$ cat src/rtl/crc_out_serializer_pkg.sv
// rtl/crc_out_serializer_pkg.sv - shared sizing defaults and FSM state type for the CRC output serializer
// Defaults switch to 64-bit sizing when CRC64 is defined.
package crc_out_serializer_pkg;

`ifdef CRC64
  localparam int DEF_MAX_BITS       = 64;
  localparam int DEF_MAX_BYTES      = 8;
  localparam int DEF_MAX_BYTE_WIDTH = 3;
`else
  localparam int DEF_MAX_BITS       = 32;
  localparam int DEF_MAX_BYTES      = 4;
  localparam int DEF_MAX_BYTE_WIDTH = 2;
`endif

  typedef enum logic {
    ST_IDLE  = 1'b0,
    ST_SHIFT = 1'b1
  } state_t;

endpackage

$ cat src/rtl/crc_out_serializer.sv
// rtl/crc_out_serializer.sv - emits a captured CRC word MS valid byte first over a byte stream
// Optional CRC_OUT_XOR_EN adds an xorout port applied at capture time.
module crc_out_serializer
  import crc_out_serializer_pkg::*;
#(
  parameter int MAX_BITS       = DEF_MAX_BITS,
  parameter int MAX_BYTES      = DEF_MAX_BYTES,
  parameter int MAX_BYTE_WIDTH = DEF_MAX_BYTE_WIDTH
) (
  input  logic                      clk,
  input  logic                      reset,
  input  logic                      load_valid,
  output logic                      load_ready,
  input  logic [MAX_BITS-1:0]       load_value,
  input  logic [MAX_BYTE_WIDTH-1:0] load_bytewidth,
`ifdef CRC_OUT_XOR_EN
  input  logic [MAX_BITS-1:0]       xorout,
`endif
  output logic                      out_valid,
  input  logic                      out_ready,
  output logic [7:0]                out_byte,
  output logic                      out_last,
  output logic                      busy
);

  state_t                    state;
  logic [MAX_BITS-1:0]       shreg;
  logic [MAX_BYTE_WIDTH-1:0] cnt;

  logic [MAX_BYTE_WIDTH-1:0] bw_clamped;
  logic [MAX_BITS-1:0]       keep_mask;
  logic [MAX_BITS-1:0]       capture_word;

  // Bytes above the valid width are zeroed so they can never reach the output.
  always_comb begin
    bw_clamped = load_bytewidth;
    if (int'(load_bytewidth) >= MAX_BYTES)
      bw_clamped = MAX_BYTE_WIDTH'(MAX_BYTES - 1);
    keep_mask = '0;
    for (int i = 0; i < MAX_BYTES; i++)
      if (i <= int'(bw_clamped))
        keep_mask[i*8 +: 8] = 8'hFF;
`ifdef CRC_OUT_XOR_EN
    capture_word = (load_value ^ xorout) & keep_mask;
`else
    capture_word = load_value & keep_mask;
`endif
  end

  assign load_ready = (state == ST_IDLE) && !reset;

  // out_byte is preloaded with the next byte so all handshake outputs come straight from flops.
  always_ff @(posedge clk) begin
    if (reset) begin
      state     <= ST_IDLE;
      shreg     <= '0;
      cnt       <= '0;
      out_valid <= 1'b0;
      out_byte  <= 8'h00;
      out_last  <= 1'b0;
      busy      <= 1'b0;
    end else begin
      case (state)
        ST_IDLE: begin
          if (load_valid) begin
            state     <= ST_SHIFT;
            shreg     <= capture_word;
            cnt       <= bw_clamped;
            out_valid <= 1'b1;
            out_byte  <= capture_word[int'(bw_clamped)*8 +: 8];
            out_last  <= (bw_clamped == '0);
            busy      <= 1'b1;
          end
        end
        ST_SHIFT: begin
          if (out_ready) begin
            if (cnt != '0) begin
              cnt      <= cnt - MAX_BYTE_WIDTH'(1);
              out_byte <= shreg[(int'(cnt) - 1)*8 +: 8];
              out_last <= (cnt == MAX_BYTE_WIDTH'(1));
            end else begin
              state     <= ST_IDLE;
              out_valid <= 1'b0;
              out_byte  <= 8'h00;
              out_last  <= 1'b0;
              busy      <= 1'b0;
            end
          end
        end
        default: state <= ST_IDLE;
      endcase
    end
  end

endmodule

$ cat config.mk
export PLATFORM = sky130hd
export DESIGN_NAME = crc_out_serializer
export DESIGN_NICKNAME = d
export VERILOG_FILES = /design/src/rtl/crc_out_serializer_pkg.sv /design/src/rtl/crc_out_serializer.sv
export SDC_FILE = /design/constraint.sdc
export NUM_CORES = 1
export LEC_CHECK = 0
export CAP_MARGIN = 20
export CORE_UTILIZATION = 35
export DETAILED_ROUTE_END_ITERATION = 10
export DONT_BUFFER_PORTS = 1
export PLACE_DENSITY = 0.56
export SETUP_SLACK_MARGIN = 0.4
export SLEW_MARGIN = 30
export SYNTH_ARGS = -nofsm -noshare
export SYNTH_HDL_FRONTEND = slang
export SYNTH_SLANG_ARGS = --single-unit
$ cat constraint.sdc
create_clock -name clk -period 1.8 [get_ports clk]
set_input_delay 0.36 -clock clk [delete_from_list [all_inputs] [get_ports clk]]
set_output_delay 0.36 -clock clk [all_outputs]
set_load 0.01 [all_outputs]
# Word-level counts from Yosys, hierarchy flattened
# Index checks and enable logic that the tools add are counted.
# classes
muxes,23
n_eq_ne,5
reduce_logical,8
n_addsub,2
shifts,2
n_bitwise,2
n_lt_le_gt_ge,3
# op_table
operator,n
32-bit by 6-bit variable part select with 8-bit output,2
8-bit 2-to-1 mux,6
32-bit AND,1
8-bit one-hot mux with 2 select lines,1
1-bit 2-to-1 mux,9
2-bit 2-to-1 mux,3
"2-bit inequality test, second input constant",3
1-bit one-hot mux with 2 select lines,3
3-bit AND reduction,2
"2-bit less-or-equal comparator, first input constant",2
2-bit one-hot mux with 2 select lines,1
2-bit AND reduction,2
"2-bit by 1-bit subtractor with 3-bit output, second input constant",1
"2-bit by 1-bit == test with 1-bit output, second input constant",1
"1-bit by 2-bit less-or-equal comparator with 1-bit output, first input constant",1
2-bit zero test,1
"2-bit by 1-bit inequality test with 1-bit output, second input constant",1
2-bit nonzero test,1
"2-bit by 1-bit subtractor with 2-bit output, second input constant",1
1-bit logical AND,1
1-bit zero test,1
1-bit inverter,1
# word_totals
inputBits,38
register_bits,45
elab_cells,51
output_inout_bits,12

# Longest topological paths before layout
# Gate-level depths: netlist of run 1.
# logic_depth
word_depth,6
depth_mapped,7
depth_no_buf,5

# Least setup slack after synthesis of run 1
# Ideal clock, no wire load.
# synth_path
path_kind,reg-to-reg
from,reg cnt[0]
to,reg out_byte[6]
required_time_ns,1.677
period_less_slack_ns,1.799
path_buffers,2
path_stages_with_launch,8
t_arrival_ns,1.677
setup_time_ns,0.123
path_slack_ns,0.001
path_cell_list,dfxtp_1 -> clkbuf_8 -> inv_1 -> ha_1 -> buf_2 -> mux4_2 -> nand2_1 -> a211oi_2
# synth_between
elab_chain_len,5
elab_cells_between_ends,6
cone_classes,add/sub (1); shift (1); mux (3); reduce/logical (1)
# synth_rtl
element,line_no,text
from (decl),crc_out_serializer.sv:28,logic [MAX_BYTE_WIDTH-1:0] cnt;
from (signal assigned),crc_out_serializer.sv:68,cnt <= bw_clamped;
from (signal assigned),crc_out_serializer.sv:78,cnt <= cnt - MAX_BYTE_WIDTH'(1);
2-bit by 1-bit subtractor with 3-bit output,crc_out_serializer.sv:79,out_byte <= shreg[(int'(cnt) - 1)*8 +: 8];
32-bit by 6-bit variable part select with 8-bit output,crc_out_serializer.sv:79,
8-bit 2-to-1 mux (*),crc_out_serializer.sv:77,if (cnt != '0) begin
8-bit 2-to-1 mux (*),crc_out_serializer.sv:76,if (out_ready) begin
8-bit one-hot mux with 2 select lines (*),crc_out_serializer.sv:63,case (state)
to (signal assigned),crc_out_serializer.sv:70,out_byte <= capture_word[int'(bw_clamped)*8 +: 8];
to (signal assigned),crc_out_serializer.sv:79,
to (decl),crc_out_serializer.sv:21,"output logic [7:0] out_byte,"
# Mark *: on every way between the ends. The rest lies on a longest branch, timed or not. The select of a mux whose other input is x is not followed.
# A chain may end at the register's enable or synchronous reset.

# Worst setup path in the final report of run 1
# Ends and elaborated chain as after synthesis.

==> results by group, run 1 <==
Global routing
  • Largest net degree at the start of global routing: 47
  • Initial antenna violation count: 0
  • First-pass GRT wire length: 9150 µm
  • Vias in the first global route: 1,771
  • Total gr overflow: 0
  • GRT Resource Usage Total: 0.186

Route
  • Vias: 1,757
  • Per-cell routed wire length: about 19 µm
  • Post-Route WL: 5810 µm
  • # DRC: 0
  • Starting DRT DRC Count: ~110
  • Post-route ant nets: 0
  • Post-DR vias/cell: 5.65
  • DRT Pass-1 Iters: 4

Logic synthesis
  • Async set-or-reset flop fraction in the synthesized netlist: 0
  • Post-synth EDFFs: 0
  • Synth Flop Type: dfxtp_1
  • Yosys cell types: 32
  • Count leader, synth: dfxtp_1
  • Synth Cell Area: 2220 µm²
  • Syn_area_per_cell: 9.57 µm²
  • Synth warn: 0
  • Sequential area share after synthesis: 0.406
  • Synth area leader: dfxtp_1
  • Post-synthesis register bit count: 45
  • Synth top area share: 0.406
  • Synth Instances: around 230
  • Top post-synthesis cells by area: dfxtp_1 41%, mux4_2 14%, nand2_1 6.8%
  • Top cells by count, synth: 45 x dfxtp_1, 40 x nand2_1, 26 x a21oi_1
  • Post-synth net total: 273

Pwr
  • Sequential Power Share: 0.522
  • Psw: 0.584 mW
  • P_int: around 1.5 mW
  • Clock power share: 0.314
  • Design Power: around 2.1 mW
  • Leak: 0.870 nW
  • Gate power share: 0.163
  • Switch share: 0.274
  • Pwr per Cell Area: around 860 nW/µm²
  • Worst VDD drop: 0.000469 V

Die
  • Core Area: ~6000 µm²
  • Initial Utilization: 0.368
  • Row Count: 28
  • Die Wd: 81.6 µm
  • DIE HEIGHT: 81.6 µm
  • Die area: 6660 µm²
  • Io pins: 50

Place
  • Gpl congestion: 0.743
  • HPWL after DPL: a little under 4000 µm
  • PortBufs: 0

Setup path
  • Crit path max fanout: 5
  • Critical Path Source Type: flop
  • Crit path largest cell delay: 0.51 ns
  • Top delay family on crit path: multiplexers
  • Crit end category: flop
  • Crit path max-delay cell type: mux4_2
  • Critical path class: flop to flop
  • Buf/Inv on CP: 1
  • WP data required: 1.99 ns
  • WP data arrival: 1.65 ns
  • Critical path, cell by cell: inv_6 -> ha_4 -> mux4_2 -> nand2_2 -> a211oi_2

STA
  • Final Hold Viols: 0
  • Total Neg Setup Slack: 0 ns
  • Final setup vio count: 0
  • Final Max Tran Viols: 0
  • Tmin final: 1.46 ns
  • Final Cycle Share: 0.810
  • Setup Skew: 0.0119 ns
  • Least-Margin Pin Slew: 0.348 ns
  • Slew headroom: 0.767
  • RSZ-0062 raised after global routing: true
  • Max Clk Rate: 0.686 GHz

Final layout
  • Share of layout cells above drive strength 1: 0.275
  • Nets: 276
  • Synth-to-Final Area Change: 11.1%
  • Diodes inserted: 0
  • Fin util: 0.409

CTS
  • Num CTS Buffers: 5
  • H-tree depth: 2
  • Clock transition at the registers of the reported paths: 0.09 ns
  • CTS tree: built
  • CTS root buf: clkbuf_8
  • Worst skew pair latency: 0.30 ns
  • Clock Tree Buf Depth: 2
  • Hold buffers post-CTS: 0
  • CTS Sinks: 45

Min path
  • Hold WC Path Type: primary input to flop

Outcome
  • Outcome: finished clean

Flow run
  • Max Cap Viol: 0
-- layout make-up --
| cell class | count | area (µm²) |
|---|---|---|
| multi-input cells | 162 | 1210 |
| fillers | 633 | 3560 |
| inverters | 3 | 16.3 |
| clock inverters | 2 | 13.8 |
| well taps | 75 | 93.8 |
| repair buffers | 18 | 143 |
| clock buffers | 6 | 82.6 |
| flip-flops and latches | 45 | 907 |
-- cell usage in the layout (no fill, tap or decap), types with 2 or more instances in the layout --
cell      netlist  final
dfxtp_1        45     42
nand2_1        40     35
a21oi_1        26     25
nor2_1         20     20
nand3_1        18     18
buf_4           6     16
mux4_2         14     14
a22oi_1         9      8
a211oi_2        5      6
clkbuf_8        1      6
nand2_2         0      5
o21ai_1         5      5
a211oi_1        4      3
mux4_1          2      2
nor3_1          2      2
o21ai_0         2      2
dfxtp_2         0      2
buf_6           2      2
-- routing by layer --
metal	GRT usage	vias up	part of all wire
met1	0.244	851	0.43
met5	0	-	0
li1	-	840	-
met2	0.291	59	0.47
met3	0.0622	7	0.086
met4	0.0509	0	0.011
-- worst reg2reg max path, cell delays in order, from the launching register on --
cell,delay [ns]
dfxtp_4,0.39
inv_6,0.04
ha_4,0.29
mux4_2,0.51
nand2_2,0.08
a211oi_2,0.06
-- through the flow --
step	instances	worst slack [ns]	hold WS, ns	cell area [µm²]
2_1_floorplan	232	0.154	0.427	2260
3_3_place_gp	293	0.275	0.430	2250
3_5_place_dp	293	0.240	0.437	2250
4_1_cts	307	0.346	0.117	2410
5_1_grt	311	0.317	0.0955	2470
6_report	311	0.342	0.124	2470
-- repair_timing --
action,CTS,global route
setup buffers,6,4
pin swaps,4,5
endpoints found under the setup margin,9,9
gates resized for setup,7,8
-- flip-flops by register name, summed over array words and instances, names as in the netlist --
register  count
shreg        32
busy          1
out_last      1
cnt           2
state         1
out_byte      8
-- power by group through the flow --
stage	combinational, mW	clock [mW]	sequential, mW
after floorplan	0.302	0	1.12
after global placement	0.308	0	1.14
after detailed placement	0.313	0	1.14
after CTS	0.335	0.680	1.11
after global routing	0.385	0.732	1.12
final	0.349	0.670	1.11
-- worst paths after layout --
kind / start / endpoint / slack, ns / cells after the start
worst max-delay path: cnt[0] / out_byte[6] / 0.34 / 5
worst min-delay path: reset / shreg[24] / 0.12 / 1
worst max register to register: cnt[0] / out_byte[6] / 0.34 / 5
worst min register to register: shreg[5] / shreg[5] / 0.45 / 2
-- cell families (layout without fill, tap and decap cells) --
| group | Yosys count | after routing | share of synthesized area |
|---|---|---|---|
| multiplexers | 17 | 17 | 0.172 |
| AND/OR/NAND/NOR | 88 | 88 | 0.179 |
| flip-flops | 45 | 45 | 0.406 |
| buffers and inverters | 25 | 29 | 0.0688 |
| adder cells (fa/ha/maj) | 3 | 3 | 0.0169 |
| AO/OA/AOI/OAI | 54 | 54 | 0.157 |
Note: power is estimated with default switching activity, not from simulation.
==> inputs of run 2 (changes only) <==
clock period = 1.3 ns   (was 1.8 ns; I/O delays follow)
==> run 2 against run 1 <==
The run now ends with setup timing left. Clock power grew 24%. Non-clock buffer count grew 14. Combinational power grew 110%. Maximum frequency grew 2.5%. Total power grew 46%. Die area is the same. Core utilization grew 11 points. First-iteration DRC count shrank 17%. Worst setup slack lost 0.46 ns. Highest routed layer unchanged. Final cell count grew 5.5%. Critical path depth is the same.
==> results by group, run 2 (synthesis results as in run 1) <==
Pwr
  • Pwr per Cell Area: 991 nW/µm² (+15%)
  • Design Power: 3.12 mW (+46%)
  • Clock power share: 0.267 (-0.047)
  • Leak: 1.07 nW (+23%)
  • Sequential Power Share: 0.495 (-0.027)
  • Psw: 0.873 mW (+50%)
  • Gate power share: 0.238 (+0.075)
  • P_int: 2.24 mW (+45%)
  • Switch share: 0.280 (+0.00650)
  • Worst VDD drop: 0.000646 V (+38%)

Final layout
  • Area of the multi-input gates: 1680 µm² (+38%)
  • Share of layout cells above drive strength 1: 0.625 (+0.349)
  • Commonest cells after routing, fill and taps aside: 33 x dfxtp_1, 26 x nand2_1, 25 x a21oi_2
  • Nets: 293 (+6.2%)
  • Synth-to-Final Area Change: 41.7%
  • Sequential Area: 933 µm² (+2.9%)
  • Regs by FF count: shreg: 32 flops, out_byte: 8 flops, cnt: 2 flops
  • Commonest non-fill, non-tap cell in the layout: dfxtp_1
  • Diodes inserted: 0 (unchanged)
  • FILL cells: 538 (-15%)
  • Biggest register: shreg
  • Max reg flops: 32 (unchanged)

CTS
  • Num CTS Buffers: 5 (unchanged)
  • CTS root buf: clkbuf_8
  • CTS tree: built
  • Worst skew pair latency: 0.29 ns (about the same)
  • Clock transition at the registers of the reported paths: 0.08 ns (about the same)
  • H-tree depth: 2 (unchanged)
  • CTS Sinks: 45 (unchanged)
  • Clock Tree Buf Depth: 2 (unchanged)

STA
  • Final WS setup: -0.122 ns (-0.465 ns)
  • Slew headroom: 0.787 (+0.0191)
  • Total Neg Setup Slack: -0.697 ns (-0.697 ns)
  • RSZ-0062 raised after global routing: true
  • Least-Margin Pin Slew: 0.320 ns (-0.0281 ns)
  • Tmin final: 1.42 ns (-0.0351 ns)
  • Hold Worst Slack: 0.0211 ns (-0.103 ns)
  • Final setup vio count: 9 (+9)
  • Setup Skew: 0.00165 ns (-0.0103 ns)
  • Final Max Tran Viols: 0 (unchanged)
  • Final Cycle Share: 1.09 (+0.284)
  • Max Clk Rate: 0.703 GHz (+2.5%)
  • Final Hold Viols: 0 (unchanged)

Place
  • HPWL after DPL: 3890 µm (+0.99%)
  • Gpl congestion: 0.744 (about the same)
  • PortBufs: 0 (unchanged)

Die
  • DIE HEIGHT: 81.6 µm (unchanged)
  • Die area: 6660 µm² (unchanged)
  • Row Count: 28 (unchanged)
  • Initial Utilization: 0.368 (unchanged)
  • Io pins: 50 (unchanged)
  • Die Wd: 81.6 µm (unchanged)
  • Core Area: 6030 µm² (unchanged)

Setup path
  • Critical path class: flop to flop
  • Critical Path Source Type: flop
  • WP data arrival: 1.61 ns (-0.04 ns)
  • WP data required: 1.48 ns (-0.51 ns)
  • Crit path max fanout: 4 (-1)
  • Crit end category: flop
  • R2r startpoint: cnt[0]
  • Crit path from: cnt[0]

Route
  • Post-Route WL: 6680 µm (+15%)
  • DRT Pass-1 Iters: 4 (unchanged)
  • Post-route ant nets: 0 (unchanged)
  • Per-cell routed wire length: 20.4 µm (+9.1%)
  • # DRC: 0 (unchanged)
  • Post-DR vias/cell: 5.66 (+0.16%)
  • Starting DRT DRC Count: 90 (-17%)
  • Vias: 1,856 (+5.6%)

Global routing
  • Vias in the first global route: 1,906 (+7.6%)
  • First-pass GRT wire length: 10,000 µm (+9.8%)
  • Initial antenna violation count: 0 (unchanged)
  • Total gr overflow: 0 (unchanged)
  • GRT Resource Usage Total: 0.207 (+0.0212)
  • Largest net degree at the start of global routing: 47 (unchanged)

Min path
  • Beginning of the worst hold path: reset
  • Hold WC Path Type: primary input to flop

Outcome
  • Outcome: finished, violations left
  • Failing checks: setup timing

Flow run
  • Max Cap Viol: 0 (unchanged)
[run 2: worst paths after layout]
check	cells after the start	to	slack, ns
setup / recovery	5	out_byte[6]	-0.12
hold / removal	1	shreg[16]	0.02
setup reg to reg	5	out_byte[6]	-0.12
hold reg to reg	2	shreg[22]	0.46
[run 2: critical path: stages (launching register included)]
cell and delay, ns:
dfxtp_4 0.38, inv_6 0.04, ha_4 0.28, mux4_2 0.50, nand2_2 0.08, a211oi_2 0.05
[run 2: what timing repair did]
action | in CTS | in global routing
pin swaps | 9 | 25
gates resized for setup | 62 | 61
setup buffers | 4 | 6
hold buffers | 0 | 0
cloned | 4 | 1
endpoints found under the setup margin | 57 | 57
[run 2: area by class of cell]
cell class | instances | share of cell area
repair buffers | 32 | 0.109
multi-input cells | 165 | 0.533
inverters | 3 | 0.00517
flip-flops and latches | 45 | 0.297
well taps | 75 | 0.0298
clock buffers | 6 | 0.0231
clock inverters | 2 | 0.00318
[run 2: power by group through the flow]
stage / registers (mW) / clock network [mW] / logic, mW
floorplan: 1.55 / 0 / 0.495
global placement: 1.57 / 0 / 0.504
detailed placement: 1.57 / 0 / 0.506
CTS: 1.54 / 0.858 / 0.615
global route: 1.55 / 0.921 / 0.791
finish: 1.54 / 0.833 / 0.741
[run 2: layer usage]
metal / routed length (µm) / vias up / GRT usage
li1: - / 880 / -
met1: 2780 / 921 / 0.255
met2: 3510 / 53 / 0.363
met3: 373 / 2 / 0.0467
met4: 17 / 0 / 0.0526
met5: 0 / - / 0
[run 2: per-stage QoR]
step | cells | area [µm²] | setup WS (ns) | util
floorplan | 232 | 2480 | -0.345 | -
global placement | 305 | 2460 | -0.128 | 0.408
detailed placement | 305 | 2460 | -0.159 | 0.408
CTS | 321 | 2800 | -0.128 | 0.464
global route | 328 | 3150 | -0.174 | 0.522
finish | 328 | 3150 | -0.122 | 0.522
